--- config.mk ---
export PLATFORM = sky130hd
export DESIGN_NAME = icache_ctrl
export DESIGN_NICKNAME = d
export VERILOG_FILES = /design/src/rtl/icache_ctrl_pkg.sv /design/src/rtl/icache_array.sv /design/src/rtl/icache_ctrl.sv
export SDC_FILE = /design/constraint.sdc
export NUM_CORES = 1
export LEC_CHECK = 0
export CAP_MARGIN = 10
export CORE_MARGIN = 2
export CORE_UTILIZATION = 60
export DETAILED_ROUTE_END_ITERATION = 7
export HOLD_SLACK_MARGIN = 0.02
export PLACE_DENSITY = 0.89
export SLEW_MARGIN = 25
export SYNTH_ARGS = -nofsm -noshare
export SYNTH_HDL_FRONTEND = slang
export SYNTH_SLANG_ARGS = --single-unit
--- constraint.sdc ---
create_clock -name clk -period 4.8 [get_ports clk]
set_input_delay 0.96 -clock clk [delete_from_list [all_inputs] [get_ports clk]]
set_output_delay 0.96 -clock clk [all_outputs]
set_load 0.05 [all_outputs]
--- src/rtl/icache_ctrl_pkg.sv ---
// Shared definitions for the direct-mapped instruction cache: fill FSM encoding
// and default cache geometry.
package icache_ctrl_pkg;

    typedef enum logic [0:0] {
        IDLE = 1'b0,
        FILL = 1'b1
    } ic_state_t;

    localparam int DEF_LINES = 8;
    localparam int DEF_WORDS = 4;

endpackage

--- src/rtl/icache_array.sv ---
// Tag/valid/data storage for the instruction cache: one fill-side write port
// and one combinational lookup port selected by index and word offset.
import icache_ctrl_pkg::*;

module icache_array #(
    parameter int LINES = DEF_LINES,
    parameter int WORDS = DEF_WORDS,
    parameter int TAG_W = 30 - $clog2(DEF_LINES) - $clog2(DEF_WORDS)
) (
    input  logic                       clk,
    input  logic                       reset,
    input  logic [$clog2(LINES)-1:0]   rd_idx,
    input  logic [$clog2(WORDS)-1:0]   rd_off,
    output logic                       rd_valid,
    output logic [TAG_W-1:0]           rd_tag,
    output logic [31:0]                rd_data,
    input  logic                       wr_en,
    input  logic [$clog2(LINES)-1:0]   wr_idx,
    input  logic [$clog2(WORDS)-1:0]   wr_off,
    input  logic [31:0]                wr_data,
    input  logic                       tag_we,
    input  logic [TAG_W-1:0]           wr_tag,
    input  logic                       set_valid,
    input  logic                       inv_all
);

    logic [LINES-1:0] valid_r;
    logic [TAG_W-1:0] tag_mem [LINES];
    logic [31:0]      data_mem [LINES*WORDS];

    // Valid bits: invalidate-all wins over a line completing in the same cycle.
    always_ff @(posedge clk or negedge reset) begin
        if (!reset) begin
            valid_r <= '0;
        end else if (inv_all) begin
            valid_r <= '0;
        end else if (set_valid) begin
            valid_r[wr_idx] <= 1'b1;
        end
    end

    // Tag and data carry no reset; a cleared valid bit makes their contents irrelevant.
    always_ff @(posedge clk) begin
        if (wr_en) begin
            data_mem[{wr_idx, wr_off}] <= wr_data;
        end
        if (tag_we) begin
            tag_mem[wr_idx] <= wr_tag;
        end
    end

    assign rd_valid = valid_r[rd_idx];
    assign rd_tag   = tag_mem[rd_idx];
    assign rd_data  = data_mem[{rd_idx, rd_off}];

endmodule

--- src/rtl/icache_ctrl.sv ---
// Direct-mapped instruction cache controller with a blocking line fill.
// Optional hit/miss counters are built when ICACHE_STATS_EN is defined.
import icache_ctrl_pkg::*;

module icache_ctrl #(
    parameter int LINES = DEF_LINES,
    parameter int WORDS = DEF_WORDS
) (
    input  logic        clk,
    input  logic        reset,
    input  logic        fetch_en,
    input  logic [31:0] pc,
    input  logic        inv,
    output logic [31:0] instr,
    output logic        ic_stall,
    output logic        mem_req,
    output logic [31:0] mem_addr,
    input  logic        mem_ack,
    input  logic [31:0] mem_data
`ifdef ICACHE_STATS_EN
    ,
    output logic [31:0] hit_cnt,
    output logic [31:0] miss_cnt
`endif
);

    localparam int OFF_W   = $clog2(WORDS);
    localparam int IDX_W   = $clog2(LINES);
    localparam int TAG_W   = 30 - OFF_W - IDX_W;
    localparam int LSB_IDX = OFF_W + 2;
    localparam int LSB_TAG = OFF_W + IDX_W + 2;
    localparam logic [OFF_W-1:0] LAST_BEAT = OFF_W'(WORDS - 1);
    localparam logic [OFF_W-1:0] BEAT_ONE  = OFF_W'(1);

    ic_state_t              state_r;
    logic [31-LSB_IDX:0]    line_r;
    logic [OFF_W-1:0]       beat_r;
    logic                   inv_seen_r;
    logic                   mem_req_r;
    logic [31:0]            mem_addr_r;

    logic                   rd_valid_s;
    logic [TAG_W-1:0]       rd_tag_s;
    logic [31:0]            rd_data_s;
    logic                   hit_s;
    logic                   miss_s;
    logic                   fill_ack_s;
    logic                   fill_last_s;
    logic                   set_valid_s;
    logic                   pc_unused_s;

    assign pc_unused_s = ^pc[1:0];
    assign fill_ack_s  = (state_r == FILL) && mem_ack;
    assign fill_last_s = fill_ack_s && (beat_r == LAST_BEAT);
    // A line whose fill saw an invalidate is written but never marked valid.
    assign set_valid_s = fill_last_s && !inv_seen_r && !inv;

    // Lookup is combinational so a hit returns its word with no bubble.
    always_comb begin
        hit_s  = 1'b0;
        miss_s = 1'b0;
        if ((state_r == IDLE) && fetch_en) begin
            hit_s  = rd_valid_s && (rd_tag_s == pc[31:LSB_TAG]);
            miss_s = !hit_s;
        end else begin
            hit_s  = 1'b0;
            miss_s = 1'b0;
        end
    end

    // Pipeline-facing outputs follow the lookup in the same cycle.
    always_comb begin
        instr    = rd_data_s;
        ic_stall = miss_s || (state_r != IDLE);
    end

    // Fill FSM: latch the missing line, then walk its words until the last ack.
    always_ff @(posedge clk or negedge reset) begin
        if (!reset) begin
            state_r    <= IDLE;
            line_r     <= '0;
            beat_r     <= '0;
            inv_seen_r <= 1'b0;
            mem_req_r  <= 1'b0;
            mem_addr_r <= 32'd0;
        end else begin
            case (state_r)
                IDLE: begin
                    if (miss_s) begin
                        state_r    <= FILL;
                        line_r     <= pc[31:LSB_IDX];
                        beat_r     <= '0;
                        inv_seen_r <= 1'b0;
                        mem_req_r  <= 1'b1;
                        mem_addr_r <= {pc[31:LSB_IDX], {LSB_IDX{1'b0}}};
                    end
                end
                FILL: begin
                    if (inv) begin
                        inv_seen_r <= 1'b1;
                    end
                    if (mem_ack) begin
                        beat_r <= beat_r + BEAT_ONE;
                        if (beat_r == LAST_BEAT) begin
                            state_r    <= IDLE;
                            mem_req_r  <= 1'b0;
                            mem_addr_r <= 32'd0;
                        end else begin
                            mem_addr_r <= mem_addr_r + 32'd4;
                        end
                    end
                end
                default: begin
                    state_r   <= IDLE;
                    mem_req_r <= 1'b0;
                end
            endcase
        end
    end

    assign mem_req  = mem_req_r;
    assign mem_addr = mem_addr_r;

    icache_array #(
        .LINES (LINES),
        .WORDS (WORDS),
        .TAG_W (TAG_W)
    ) u_array (
        .clk       (clk),
        .reset     (reset),
        .rd_idx    (pc[LSB_TAG-1:LSB_IDX]),
        .rd_off    (pc[LSB_IDX-1:2]),
        .rd_valid  (rd_valid_s),
        .rd_tag    (rd_tag_s),
        .rd_data   (rd_data_s),
        .wr_en     (fill_ack_s),
        .wr_idx    (line_r[IDX_W-1:0]),
        .wr_off    (beat_r),
        .wr_data   (mem_data),
        .tag_we    (fill_last_s),
        .wr_tag    (line_r[31-LSB_IDX:IDX_W]),
        .set_valid (set_valid_s),
        .inv_all   (inv)
    );

`ifdef ICACHE_STATS_EN
    logic [31:0] hit_cnt_r;
    logic [31:0] miss_cnt_r;

    // Performance counters; they wrap naturally at 2^32.
    always_ff @(posedge clk or negedge reset) begin
        if (!reset) begin
            hit_cnt_r  <= 32'd0;
            miss_cnt_r <= 32'd0;
        end else begin
            if (hit_s) begin
                hit_cnt_r <= hit_cnt_r + 32'd1;
            end
            if (miss_s) begin
                miss_cnt_r <= miss_cnt_r + 32'd1;
            end
        end
    end

    assign hit_cnt  = hit_cnt_r;
    assign miss_cnt = miss_cnt_r;
`endif

endmodule
==> out/metrics.cfg, run 1 <==
[outcome]
outcome = complete, no violations

[synth]
ys_seq_elements = 1295
synthAdderAreaFrac = 0.00124
synth-simple-area-share = 0.0202
synth_xor_area_frac = 0.00243
synthCells = 2280
synth_flop_cell = edfxtp_1
synth.mux.area_fraction = 0.181
synth_cell_types = 53
async_flop_share = 0.0548
synth-warning-count = 0
syn-cell-area_um2 = 50500
synth_compound_area_frac = 0.0208
syn_area_per_cell_um2 = 22.2
synth_top_family_by_area = multiplexers
ys_seq_area_frac = 0.763
synth-edff-count = 1224

[worst_setup_path]
required_ns = 3.84
crit_chain = buf_4 -> nor2_1 -> a22oi_1 -> a21o_1 -> a21oi_1 -> and4_1 -> a41oi_4 -> or2_2 -> buf_12
cp-start-kind = input pin
rrSetupSlack_ns = 1.45
crit_arrival_ns = 3.65
critPathMaxStageDelay_ns = 0.69
endpoint_kind = output port
slowest_stage = nor2_1
crit_family = simple AND/OR/NAND/NOR gates
crit_buf_inv = 2
reg2reg_depth = 9
critPathMaxFanout = 9
r2r_start = u_array.tag_mem[0][13]$_DFFE_PP_
r2r_end = mem_addr[15]$_DFFE_PN0P_
worstSetupPathType = in -> out

[job]
drv_cap = 0

[pwr]
clockPowerShare = 0.363
power_leakage_nw = 18.7
p_int_mw = 20.3
p_comb_frac = 0.130
ir_drop_mv = 0.445
seqPwrFrac = 0.507
p_per_area_nw_per_um2 = 477
p_switching_mw = 7.28
sw_frac_of_total = 0.264

[grt]
grt_max_degree = 72
grt-ovfl-total = 0
antenna_found_initial = 7
grt_pass1_vias = 27415
grt_util_all_layers = 0.332
grt_pass1_wl_um = 200000

[sta]
period_share = 0.961
slew_violations = 0
min_period_ns = 4.61
finalSetupViolations = 0
worst_pin_slew_ns = 1.02
fmax_ghz = 0.217
hold_violations = 0
fin_setup_tns_ns = 0
rsz0062_at_grt = no
fin_worst_skew_ns = 0.0384
worst_slew_margin_rel = 0.316

[place]
post_dp_cell_area_um2 = 53900
globalplace.congestion = 0.857
numPortBuffers = 130
place_hpwl_um = 71800

[clock_tree]
cts_sinks = 1295
numCtsBuffers = 117
cts_max_level = 3
clk_path_buf_depth = 3
post_cts_resized = 0
cts_hold_buf = 0
insertion_delay_ns = 0.69
cts_tree = done
clkTransAtPathRegs_ns = 0.06
cts_root_buf = clkbuf_16
postCtsSetupBuffers = 0

[layout]
synthToLayoutAreaGrowth_pct = 14.5
finish.instance_area_um2 = 57900
fin_nets = 2577
post-route-util = 0.692
layout-drive-gt1-share = 0.303
layout.cells.most_common = edfxtp_1
mostFrequentLayoutCells = edfxtp_1, mux4_2, clkbuf_16, buf_4, dfrtp_1

[die]
fp.coreArea_um2 = 83600
rows = 106
num_io_pins = 135
die_w_um = 294
die_area_um2 = 86500
start_util = 0.605
die_h_um = 294

[route]
drc = 0
vias = 27126
avgRoutedWirePerCell_um = 38.1
first_pass_iters = 6
viasPerCell = 7.36
drt-initial-drc-count = 4449
drtAntennaViolNets = 0
routed_wl_um = 141000

[min_path]
holdCritPathClass = in -> async

==> kinds of logic after synthesis <==
kind of cell / after synthesis
other cells: 1
simple gates: 210
mux: 473
buf+inv: 133
compound gates: 149
fa+ha+maj: 5
flops: 1295
xor+xnor: 14
==> power by group through the flow <==
stage                     Sequential, mW  Clock, mW  Combinational [mW]
after floorplan                     14.3          0                1.76
after global placement              14.0          0                3.28
after detailed placement            14.2          0                3.46
after CTS                           14.0       10.0                3.55
after global routing                14.1       10.4                3.70
final                               14.0       10.0                3.58
==> metrics by stage <==
step | total power [mW] | hold slack [ns] | worst slack (ns) | instances
after floorplan | 16.1 | 0.457 | 0.540 | 2281
after global placement | 17.3 | 0.474 | 0.243 | 3464
final | 27.6 | 0.278 | 0.185 | 3687
after global routing | 28.2 | 0.328 | 0.0956 | 3686
after CTS | 27.6 | 0.453 | 0.179 | 3685
after detailed placement | 17.6 | 0.503 | 0.209 | 3464
==> worst reg2reg max path, cell delays in order, from the launching register on <==
cell      delay (ns)
edfxtp_1        0.42
mux4_2          0.48
mux2i_1         0.18
xnor2_1         0.21
nor3_1          0.07
and4_1          0.27
a41oi_4         0.21
buf_4           0.74
nor2_1          0.29
a221o_1         0.36
==> metal layers <==
metal / track usage / wire length [um] / up-vias
met3: 0.0744 / 16400 / 516
met4: 0.155 / 7680 / 10
met5: 0 / 64 / -
li1: - / - / 10076
met1: 0.419 / 44900 / 13960
met2: 0.555 / 71500 / 2564
==> worst max-delay path by stage <==
stage,start,endpoint,cells past startpoint,slack [ns]
after global placement,pc[6],ic_stall,9,0.24
after CTS,pc[6],ic_stall,9,0.18
after global routing,pc[6],ic_stall,9,0.1
after floorplan,pc[2],instr[0],6,0.54
final,pc[6],ic_stall,9,0.19
after detailed placement,pc[6],ic_stall,9,0.21
==> synth_stat cells (3+ instances only) <==
cell type  instances  area (um^2)
a21boi_0           5         37.5
a21o_1            11         82.6
a21oi_1           22          110
a221o_1           21          210
a22o_1             7         61.3
a22oi_1           28          210
a31oi_1           10         62.6
and2_1             5         31.3
and3_1            11         68.8
and4_1             5         43.8
buf_1             29          109
buf_2             17         85.1
buf_4              5         37.5
buf_6             10          113
clkbuf_1          66          248
dfrtp_1           71         1780
edfxtp_1        1224        36800
ha_1               5         62.6
inv_1              6         22.5
mux2_1            16          180
mux2_2            49          552
mux2i_1           64          641
mux4_2           344         7750
nand2_1           29          109
nand2b_1           4         25.0
nand3_1           14         70.1
nand3b_1           3         22.5
nand4_1            6         37.5
nor2_1            85          319
nor2b_1           16          100
nor3_1            17         85.1
nor4_1             6         37.5
o21ai_0           31          155
xnor2_1           11         96.3
xor2_1             3         26.3
==> state kept, by name, summed over array words and instances (netlist names) <==
register and cells:
u_array.data_mem 1024, u_array.tag_mem 200, mem_addr 30, line_r 28, u_array.valid_r 8, beat_r 2, inv_seen_r 1, mem_req 1
state_r 1
==> layout make-up <==
type | count | area, um^2
antenna | 2 | 5.00
clock buffer | 135 | 3060
clock inverter | 86 | 1050
fill | 4478 | 25700
inverter | 6 | 22.5
multi-input combinational | 853 | 11700
sequential | 1295 | 38500
tap | 1080 | 1350
timing repair buffer | 230 | 2180
No activity file was read; power rests on OpenSTA's default activity.
==> inputs of run 2 (changes only) <==
--- a/config.mk
+++ b/config.mk
@@ -8,10 +8,12 @@
 export CAP_MARGIN = 10
 export CORE_MARGIN = 2
 export CORE_UTILIZATION = 60
+export CTS_BUF_LIST = sky130_fd_sc_hd__clkbuf_2
 export DETAILED_ROUTE_END_ITERATION = 7
 export HOLD_SLACK_MARGIN = 0.02
 export PLACE_DENSITY = 0.89
 export SLEW_MARGIN = 25
 export SYNTH_ARGS = -nofsm -noshare
 export SYNTH_HDL_FRONTEND = slang
+export SYNTH_HIERARCHICAL = 1
 export SYNTH_SLANG_ARGS = --single-unit
==> constraint.sdc (replaced) <==
create_clock -name clk -period 4.8 [get_ports clk]
set_input_delay 0.96 -clock clk [delete_from_list [all_inputs] [get_ports clk]]
set_output_delay 0.96 -clock clk [all_outputs]
set_load 0.01 [all_outputs]
==> run 2 against run 1 <==
Against the previous run: combinational power shrank 11%; register-to-register slack gained 0.12 ns; via count up 10%; clock skew is 0.14 ns higher; die area is 1.7% higher; synthesized area is 1.8% higher; power fell by 13%; critical path depth shrank 1; worst hold slack got worse by 0.10 ns; global-route usage down 5.2 points; highest routed layer unchanged; sequential power is essentially flat; count of clock-buffer cells in the layout increased by 313.
==> out/metrics.cfg, run 2 <==
[die]
num_io_pins = 135
die_area_um2 = 88000
start_util = 0.605
rows = 107
die_h_um = 297
fp.coreArea_um2 = 85000
die_w_um = 297

[route]
routed_wl_um = 125000
avgRoutedWirePerCell_um = 26.6
drt-initial-drc-count = 3524
drc = 0
vias = 29970
viasPerCell = 6.38
drtAntennaViolNets = 0
first_pass_iters = 6

[synth]
synth_top_area_frac = 0.715
syn_area_per_cell_um2 = 17.6
syn-cell-area_um2 = 51400
ys_top_cells_by_area = edfxtp_1, mux2i_1, dfrtp_1, mux4_1, a22oi_1
synth_top_area_cell = edfxtp_1
ys_seq_elements = 1295
synth_cell_types = 59
synth-edff-count = 1224
synth_common_cells = edfxtp_1, mux2i_1, a22oi_1
synthCells = 2916
synth-warning-count = 6
synth_flop_cell = edfxtp_1
yosysMostFrequentCell = edfxtp_1
ys_seq_area_frac = 0.749
async_flop_share = 0.0548

[layout]
synthToLayoutAreaGrowth_pct = 12.6
post-route-util = 0.681
top_register = u_array/data_mem
multi_input_area_um2 = 12200
layout-drive-gt1-share = 0.203
layout.cells.most_common = edfxtp_1
fillers = 5053
largest_reg_flops = 1024
finish.instance_area_um2 = 57900
fin_nets = 3411
regArea_um2 = 38500
mostFrequentLayoutCells = edfxtp_1, mux2i_1, clkbuf_2, a22oi_1, nand3_1

[sta]
slew_violations = 0
fin_worst_skew_ns = 0.183
worst_slew_margin_rel = 0.308
hold_violations = 0
min_period_ns = 4.78
finalSetupViolations = 0
fmax_ghz = 0.209
worst_pin_slew_ns = 1.04
worst_slack_ns = 0.0167
period_share = 0.997
timing.hold.ws_ns = 0.176
rsz0062_at_grt = yes

[worst_setup_path]
worstSetupPathType = reg -> out
crit_arrival_ns = 3.82
endpoint_kind = output port
critPathMaxFanout = 2
required_ns = 3.84
slowest_stage = mux4_1
cp-start-kind = flop
reg2reg_depth = 9
r2r_start = u_array/tag_mem[1][15]$_DFFE_PP_
crit_end = ic_stall
critPathMaxStageDelay_ns = 0.51
cp-startpoint = u_array/tag_mem[5][1]$_DFFE_PP_
crit_chain = mux4_1 -> mux2_2 -> xnor2_1 -> nand4_1 -> nor3_4 -> nand2_1 -> a21o_1 -> buf_2
r2r_end = line_r[25]$_DFFE_PN0P_
rrSetupSlack_ns = 1.57

[min_path]
holdCritPathClass = in -> reg
min_path_cells = 3

[grt]
grt_max_degree = 77
grt_pass1_vias = 30894
grt_busiest_layer = met2
grt_pass1_wl_um = 185000
met2_usage = 0.456
antenna_found_initial = 4
met3_usage = 0.0701
grt-ovfl-total = 0
use_met1 = 0.357
grt_util_all_layers = 0.280

[clock_tree]
insertion_delay_ns = 1.52
cts_tree = done
cts_sinks = 1295
cts_root_buf = clkbuf_2
numCtsBuffers = 318
clkTransAtPathRegs_ns = 0.11
clk_path_buf_depth = 4
cts_max_level = 5

[pwr]
power_mw = 24.1
power_leakage_nw = 20.7
p_per_area_nw_per_um2 = 416
ir_drop_mv = 0.226

[place]
globalplace.congestion = 0.872
numPortBuffers = 130
post-place-ws_ns = -0.154
post_dp_cell_area_um2 = 55000
place_hpwl_um = 68300

[outcome]
outcome = complete, no violations

[job]
drv_cap = 0

run 2: changes by cell type in the layout (fill, tap and decap cells not counted), moves of 91 or more:
cell       change
clkbuf_16    -119
nand3_1      +127
a21oi_1       +91
a22oi_1      +136
nand2_1       +99
clkbuf_2     +448
mux4_2       -340
mux2i_1      +449
run 2: per-layer routing:
layer | vias up | wire, um
met5 | - | 13
met4 | 2 | 4980
met3 | 393 | 14700
met2 | 2218 | 61100
met1 | 14678 | 43900
li1 | 12679 | -
run 2: logic make-up (layout without fill, tap and decap cells):
group,count (synthesis),count (layout),synth area share
adders and majority gates,2,2,0.000487
buffers and inverters,180,808,0.0196
muxes,617,617,0.139
AOI/OAI and AO/OA,353,353,0.0454
other,1,9,0.0000729
and+or+nand+nor,443,443,0.0414
DFF,1295,1295,0.749
xor gates and xnor gates,25,25,0.00426
run 2: worst min-delay path by stage:
| stage | startpoint | endpoint | slack, ns |
|---|---|---|---|
| CTS | reset | line_r[23]$_DFFE_PN0P_ | 0.08 |
| detailed placement | u_array/valid_r[6]$_DFFE_PN0P_ | u_array/valid_r[6]$_DFFE_PN0P_ | 0.49 |
| floorplan | line_r[0]$_DFFE_PN0P_ | line_r[0]$_DFFE_PN0P_ | 0.45 |
| global route | pc[20] | mem_addr[20]$_DFFE_PN0P_ | 0.12 |
| finish | pc[20] | mem_addr[20]$_DFFE_PN0P_ | 0.18 |
| global placement | u_array/valid_r[3]$_DFFE_PN0P_ | u_array/valid_r[3]$_DFFE_PN0P_ | 0.47 |
run 2: area by class of cell:
type                    instances  share of cell area
diodes                          7            0.000303
clock inverters                77             0.00692
multi-input cells            1442               0.211
repair buffers                271              0.0517
clock buffers                 448              0.0387
well taps                    1144              0.0247
inverters                      12            0.000778
flip-flops and latches       1295               0.666
run 2: repair_timing:
action | CTS | global route
hold buffers | 4 | 17
setup buffers | 4 | 0
resized for setup | 14 | 6
endpoints found under the setup margin | 1 | 1
cloned | 0 | 0
pin swaps | 9 | 6
endpoints found under the hold margin | 76 | 455
run 2: worst max-delay path: cells and delay by family, from the launching register on:
family | cells | cell delay [ns]
muxes | 2 | 0.82
and+or+nand+nor | 3 | 0.62
DFF | 1 | 0.37
xor gates and xnor gates | 1 | 0.21
AOI/OAI and AO/OA | 1 | 0.19
buffers and inverters | 1 | 0.15
run 2: where the power goes:
part           total (mW)  switching, mW  internal (mW)  leakage [nW]
combinational        3.19           1.95           1.24          6.75
clock                6.85           4.16           2.69          2.05
sequential           14.0          0.603           13.4          11.9
total                24.1           6.72           17.4          20.7
run 2: stage by stage:
| step | std cells | setup TNS (ns) |
|---|---|---|
| floorplan | 2917 | 0 |
| global route | 4692 | -0.124 |
| global placement | 4139 | -0.0145 |
| detailed placement | 4139 | -0.154 |
| finish | 4696 | 0 |
| CTS | 4672 | -0.0909 |
